$ cat config.mk
export PLATFORM = sky130hd
export DESIGN_NAME = stream_rr_arbiter128_flat
export DESIGN_NICKNAME = d
export VERILOG_FILES = /design/src/rtl/stream_rr_arbiter128_if.sv /design/src/rtl/stream_rr_arbiter128.sv /design/src/flat_wrapper.sv
export SDC_FILE = /design/constraint.sdc
export NUM_CORES = 1
export LEC_CHECK = 0
export ABC_CLOCK_PERIOD_IN_PS = 1830
export CORE_AREA = 2 2 259 261
export CTS_BUF_LIST = sky130_fd_sc_hd__clkbuf_4 sky130_fd_sc_hd__clkbuf_8
export DETAILED_ROUTE_END_ITERATION = 7
export DIE_AREA = 0 0 261 263
export PLACE_DENSITY = 0.4
export SETUP_SLACK_MARGIN = 0.05
export SYNTH_ARGS = -nofsm -noshare
export SYNTH_HDL_FRONTEND = slang
export SYNTH_SLANG_ARGS = --single-unit
$ cat constraint.sdc
create_clock -name clk -period 1.83 [get_ports clk]
set_input_delay 0.366 -clock clk [delete_from_list [all_inputs] [get_ports clk]]
set_output_delay 0.366 -clock clk [all_outputs]
set_load 0.005 [all_outputs]
$ cat src/rtl/stream_rr_arbiter128_if.sv
// Stream bundle for the four-way 128-bit round-robin merger.
// Slave is the arbiter's view; master is the sources/sink side.
interface stream_rr_arbiter128_if;
    logic [3:0]   s_valid;
    logic [3:0]   s_rdy;
    logic [511:0] s_data;
    logic         m_valid;
    logic         m_rdy;
    logic [127:0] m_data;
    logic [1:0]   m_src;

    modport slave (
        input  s_valid,
        input  s_data,
        input  m_rdy,
        output s_rdy,
        output m_valid,
        output m_data,
        output m_src
    );

    modport master (
        output s_valid,
        output s_data,
        output m_rdy,
        input  s_rdy,
        input  m_valid,
        input  m_data,
        input  m_src
    );
endinterface

$ cat src/rtl/stream_rr_arbiter128.sv
// Four-source round-robin stream merger with bounded bursts,
// a registered output beat and a source tag on every beat.
module stream_rr_arbiter128 #(
    parameter int MAX_BURST = 16
) (
    input  logic                         clk,
    input  logic                         rst,
    input  logic [3:0]                   src_en,
    stream_rr_arbiter128_if.slave        bus,
    output logic                         busy
);
    typedef enum logic {
        IDLE,
        GRANT
    } state_t;

    localparam logic [8:0] BURST = 9'(MAX_BURST);

    state_t       state_q, state_d;
    logic [1:0]   g_q, g_d;
    logic [1:0]   ptr_q, ptr_d;
    logic [7:0]   cnt_q, cnt_d;
    logic         empty_q, empty_d;
    logic [127:0] data_q, data_d;
    logic [1:0]   src_q, src_d;

    logic [3:0]   req;
    logic         found;
    logic [1:0]   win;
    logic         sel_valid;
    logic [127:0] slice;
    logic         out_free;
    logic         accept;
    logic         last;
    logic         release_g;

    assign req = bus.s_valid & src_en;

    // Walk from ptr+4 down to ptr+1 so the nearest requester wins last.
    always_comb begin
        found = 1'b0;
        win   = ptr_q;
        for (int k = 4; k >= 1; k--) begin
            if (req[ptr_q + 2'(k)]) begin
                found = 1'b1;
                win   = ptr_q + 2'(k);
            end
        end
    end

    always_comb begin
        slice     = bus.s_data[127:0];
        sel_valid = bus.s_valid[0];
        unique case (g_q)
            2'd0: begin
                slice     = bus.s_data[127:0];
                sel_valid = bus.s_valid[0];
            end
            2'd1: begin
                slice     = bus.s_data[255:128];
                sel_valid = bus.s_valid[1];
            end
            2'd2: begin
                slice     = bus.s_data[383:256];
                sel_valid = bus.s_valid[2];
            end
            2'd3: begin
                slice     = bus.s_data[511:384];
                sel_valid = bus.s_valid[3];
            end
        endcase
    end

    assign out_free  = empty_q | bus.m_rdy;
    assign accept    = (state_q == GRANT) & sel_valid & out_free;
    assign last      = accept & (({1'b0, cnt_q} + 9'd1) == BURST);
    assign release_g = (state_q == GRANT) & (last | ~sel_valid);

    always_comb begin
        bus.s_rdy = 4'b0000;
        if ((state_q == GRANT) && out_free) begin
            bus.s_rdy[g_q] = 1'b1;
        end
    end

    always_comb begin
        state_d = state_q;
        g_d     = g_q;
        ptr_d   = ptr_q;
        cnt_d   = cnt_q;
        unique case (state_q)
            IDLE: begin
                if (found) begin
                    state_d = GRANT;
                    g_d     = win;
                    cnt_d   = 8'd0;
                end
            end
            GRANT: begin
                if (accept) begin
                    cnt_d = cnt_q + 8'd1;
                end
                if (release_g) begin
                    state_d = IDLE;
                    ptr_d   = g_q;
                    cnt_d   = 8'd0;
                end
            end
        endcase
    end

    // A new beat may overwrite the held one only when it is being taken.
    always_comb begin
        empty_d = empty_q;
        data_d  = data_q;
        src_d   = src_q;
        if (accept) begin
            empty_d = 1'b0;
            data_d  = slice;
            src_d   = g_q;
        end else if (bus.m_rdy) begin
            empty_d = 1'b1;
        end
    end

    always_ff @(posedge clk) begin
        if (rst) begin
            state_q <= IDLE;
            g_q     <= 2'd0;
            ptr_q   <= 2'd3;
            cnt_q   <= 8'd0;
            empty_q <= 1'b1;
            data_q  <= '0;
            src_q   <= 2'd0;
        end else begin
            state_q <= state_d;
            g_q     <= g_d;
            ptr_q   <= ptr_d;
            cnt_q   <= cnt_d;
            empty_q <= empty_d;
            data_q  <= data_d;
            src_q   <= src_d;
        end
    end

    assign bus.m_valid = ~empty_q;
    assign bus.m_data  = data_q;
    assign bus.m_src   = src_q;
    assign busy        = (state_q == GRANT);
endmodule

$ cat src/flat_wrapper.sv
// flat-port wrapper written by rule: the top's interface ports become plain ports
module stream_rr_arbiter128_flat 
#(
    parameter int MAX_BURST = 16
)
  (clk, rst, src_en, busy, bus_s_valid, bus_s_data, bus_m_rdy, bus_s_rdy, bus_m_valid, bus_m_data, bus_m_src);
  stream_rr_arbiter128_if bus_i ();
  input  logic clk;
  input  logic rst;
  input  logic [3:0] src_en;
  output logic busy;
  input wire logic [$bits(bus_i.s_valid)-1:0] bus_s_valid;
  input wire logic [$bits(bus_i.s_data)-1:0] bus_s_data;
  input wire logic [$bits(bus_i.m_rdy)-1:0] bus_m_rdy;
  output wire logic [$bits(bus_i.s_rdy)-1:0] bus_s_rdy;
  output wire logic [$bits(bus_i.m_valid)-1:0] bus_m_valid;
  output wire logic [$bits(bus_i.m_data)-1:0] bus_m_data;
  output wire logic [$bits(bus_i.m_src)-1:0] bus_m_src;
  assign bus_i.s_valid = bus_s_valid;
  assign bus_i.s_data = bus_s_data;
  assign bus_i.m_rdy = bus_m_rdy;
  assign bus_s_rdy = bus_i.s_rdy;
  assign bus_m_valid = bus_i.m_valid;
  assign bus_m_data = bus_i.m_data;
  assign bus_m_src = bus_i.m_src;
  stream_rr_arbiter128 #(.MAX_BURST(MAX_BURST)) u_core (.clk(clk), .rst(rst), .src_en(src_en), .bus(bus_i), .busy(busy));
endmodule
==> run_results.csv <==
group,metric,value,unit
outcome,outcome,"complete, but fails checks",
outcome,violations,"setup timing",
sta,layout_setup_ws,-0.0647,ns
final_layout,nets,2059,
global_routing,grt_max_degree,77,
pwr,power,10800,uW
setup_path,critPathTopFamily,"multiplexers",
pwr,powerDensity,622,nW/um^2
sta,finalSetupViolations,90,
final_layout,multi_input_area,5370,sq um
yosys,yosysSeqAreaShare,34.7,%
yosys,yosysUniqueCellTypes,45,
place,hpwl,36.1,mm
floorplan,rows,94,
setup_path,worst-path-stages,8,
sta,fin_crit_sh,104,%
routing,ant_nets,0,
routing,vias,9495,
pwr,power_frac_comb,43.5,%
worst_hold_path,hp-start,"rst",
sta,skew,0.0135,ns
routing,drc,0,
setup_path,r2r_setup_slack,-0.06,ns
sta,period_minus_slack,1.89,ns
yosys,postSynthAreaPerCell,10.0,sq um
global_routing,grt_overflow,0,
clocking,cts_buffers,17,
setup_path,endpoint_kind,"flop",
yosys,synth_top_area_cell,"dfxtp_1",
yosys,synth_top_area_share,34.7,%
setup_path,rr_endpoint,"u_core.bus.m_data[89]",
yosys,synth_ff_type,"dfxtp_1",
place,globalplace.congestion,0.859,
sta,finalSetupTns,-2.73,ns
global_routing,grt_pass1_wl,65.2,mm
setup_path,startpoint,"u_core.g_q[0]",
clocking,cts_buffer_depth,2,
sta,max_freq,528,MHz
place,portBuffers,658,
routing,dr.pass1.iters,6,
pwr,p_sw_share,31.0,%
setup_path,crit_chain,"buf_8 > mux2i_4 > mux2_4 > or2_4 > buf_12 > clkbuf_16 > nand2_1 > a21oi_1",
yosys,netlist_instances,830,
pwr,switchingPower,3360,uW
floorplan,core-area,65600,sq um
floorplan,die_y,263,microns
clocking,cts_tree,"yes",
floorplan,io_pins,659,
yosys,ys.warnings.count,0,
setup_path,worstSetupStartpointType,"flop",
global_routing,grt_pass1_vias,10217,
setup_path,worstPathMaxFanout,17,
routing,avgRoutedWirePerCell,19.6,microns
sta,tightest_slew,0.462,ns
yosys,ys_ff_latch,144,
setup_path,setup.worst_path.end,"u_core.bus.m_data[89]",
sta,whs,0.157,ns
setup_path,cpPeakStageDelay,0.36,ns
place,place_ws,-0.494,ns
clocking,clk_pin_slew,0.09,ns
yosys,synth_edf_count,0,
setup_path,crit_type,"reg -> reg",
setup_path,cp_slowest_cell,"dfxtp_4",
yosys,synth_area,8310,sq um
yosys,synthArstFlopShare,0,%
clocking,cts-root-buf,"clkbuf_8",
routing,drt_wl_total,47.3,mm
sta,slew_viol_final,0,
yosys,syn-num-nets,1354,
yosys,yosys-top-cells-count,"nand2_1 (270), dfxtp_1 (144), a21oi_1 (134), mux4_2 (128), clkbuf_1 (40)",
global_routing,antenna_found_initial,2,
pwr,ir_worst_vdd,394,uV
floorplan,die_area,68600,sq um
pwr,p_leak,0.00654,uW
final_layout,drive_above_1_share,21.3,%
clocking,ctsHoldBuffers,0,
final_layout,ff_latch_area,2900,sq um
yosys,ys_top_cells_by_area,"dfxtp_1 (35%), mux4_2 (35%), nand2_1 (12%), a21oi_1 (8.1%), buf_2 (1.8%)",
clocking,cts.sinks,144,
setup_path,r2r_cells,8,
setup_path,path_buf_inv,3,
sta,hold_viol_final,0,
floorplan,initial_core_util,12.7,%
routing,vias_per_cell,3.94,
floorplan,die_w,261,microns
job,drv_cap,0,
setup_path,r2r_start,"u_core.g_q[0]",
clocking,cts_max_level,4,
pwr,intPower,7480,uW
final_layout,area_growth,110,%
pwr,pwr-share-seq,32.7,%
sta,relSlewSlack,69.2,%
worst_hold_path,hp-class,"in -> reg",
routing,dr.first_iter.drc_count,323,
sta,rsz0062_at_grt,"yes",
final_layout,fillers,6967,
clocking,clock_latency,0.53,ns
setup_path,crit_arrival,2.30,ns
global_routing,grt_usage,12.9,%
pwr,clkPwrFrac,23.8,%
yosys,synth.most_common_cell,"nand2_1",
setup_path,crit_required,2.24,ns
==> cells in the final DEF, fill, tap and decap left out, types with 6 or more instances in the layout <==
master,instances
a21oi_2,6
buf_16,6
nand2_4,10
clkbuf_8,18
buf_4,64
nand2_2,16
nor2_1,10
clkdlybuf4s50_1,520
a21oi_1,128
buf_12,13
nand2_1,244
mux4_2,128
clkbuf_16,7
dfxtp_1,135
buf_6,9
dlygate4sd2_1,133
==> state kept, by name, indices dropped and copies added (netlist names) <==
signal             flops
u_core.busy            1
u_core.empty_q         1
u_core.bus.m_data    128
u_core.bus.m_src       2
u_core.cnt_q           8
u_core.g_q             2
u_core.ptr_q           2
==> power groups by stage <==
stage / logic (uW) / clock network (uW) / registers (uW)
4_1_cts: 4570 / 2780 / 3540
2_1_floorplan: 1900 / 0 / 3620
3_5_place_dp: 4430 / 0 / 3630
6_report: 4710 / 2580 / 3550
5_1_grt: 5060 / 2890 / 3580
3_3_place_gp: 4420 / 0 / 3620
==> layout make-up <==
| type | count | share of cell area (%) |
|---|---|---|
| sequential | 144 | 16.7 |
| clock inverter | 11 | 0.675 |
| multi-input combinational | 607 | 30.8 |
| inverter | 4 | 0.0862 |
| antenna | 1 | 0.0144 |
| clock buffer | 19 | 1.46 |
| timing repair buffer | 761 | 44.1 |
| tap | 864 | 6.20 |
==> timing repair <==
item / in CTS / in global routing
gates cloned: 5 / 8
gates resized for setup: 193 / 47
buffers inserted: 13 / 8
pin swaps: 16 / 17
endpoints found under the setup margin: 209 / 143
==> stage by stage <==
| step | cell area, sq um | instances | util (%) |
|---|---|---|---|
| floorplan | 8350 | 830 | - |
| global placement | 16400 | 2346 | 25.0 |
| detailed placement | 16400 | 2346 | 25.0 |
| CTS | 17000 | 2394 | 25.9 |
| global route | 17400 | 2411 | 26.6 |
| finish | 17400 | 2411 | 26.6 |
==> cells by family (layout without fill, tap and decap cells) <==
| logic type | count (synthesis) | count (layout) | synth area share, % |
|---|---|---|---|
| AOI/OAI and AO/OA | 161 | 161 | 10.7 |
| buffers and inverters | 79 | 795 | 4.06 |
| muxes | 133 | 133 | 35.3 |
| adders and majority gates | 1 | 1 | 0.150 |
| other | 0 | 1 | 0 |
| and+or+nand+nor | 312 | 312 | 15.1 |
| DFF | 144 | 144 | 34.7 |
==> routing by layer <==
layer | wire [microns] | global-route usage (%) | vias to the layer above | part of all wire (%)
li1 | - | - | 4477 | -
met1 | 18200 | 14.2 | 4600 | 38
met2 | 24700 | 23.6 | 380 | 52
met3 | 3580 | 3.63 | 38 | 7.6
met4 | 834 | 3.96 | 0 | 1.8
met5 | 0 | 0 | - | 0
==> how the worst min path moves through the flow <==
stage | endpoint | slack [ns] | cells after the start
after floorplan | u_core.bus.m_data[0] | 0.45 | 2
after global placement | u_core.bus.m_data[77] | 0.44 | 2
after detailed placement | u_core.bus.m_data[113] | 0.45 | 2
after CTS | u_core.bus.m_data[44] | 0.08 | 2
after global routing | u_core.bus.m_data[42] | 0.10 | 2
final | u_core.cnt_q[2] | 0.16 | 2
Note: power is estimated with default switching activity, not from simulation.
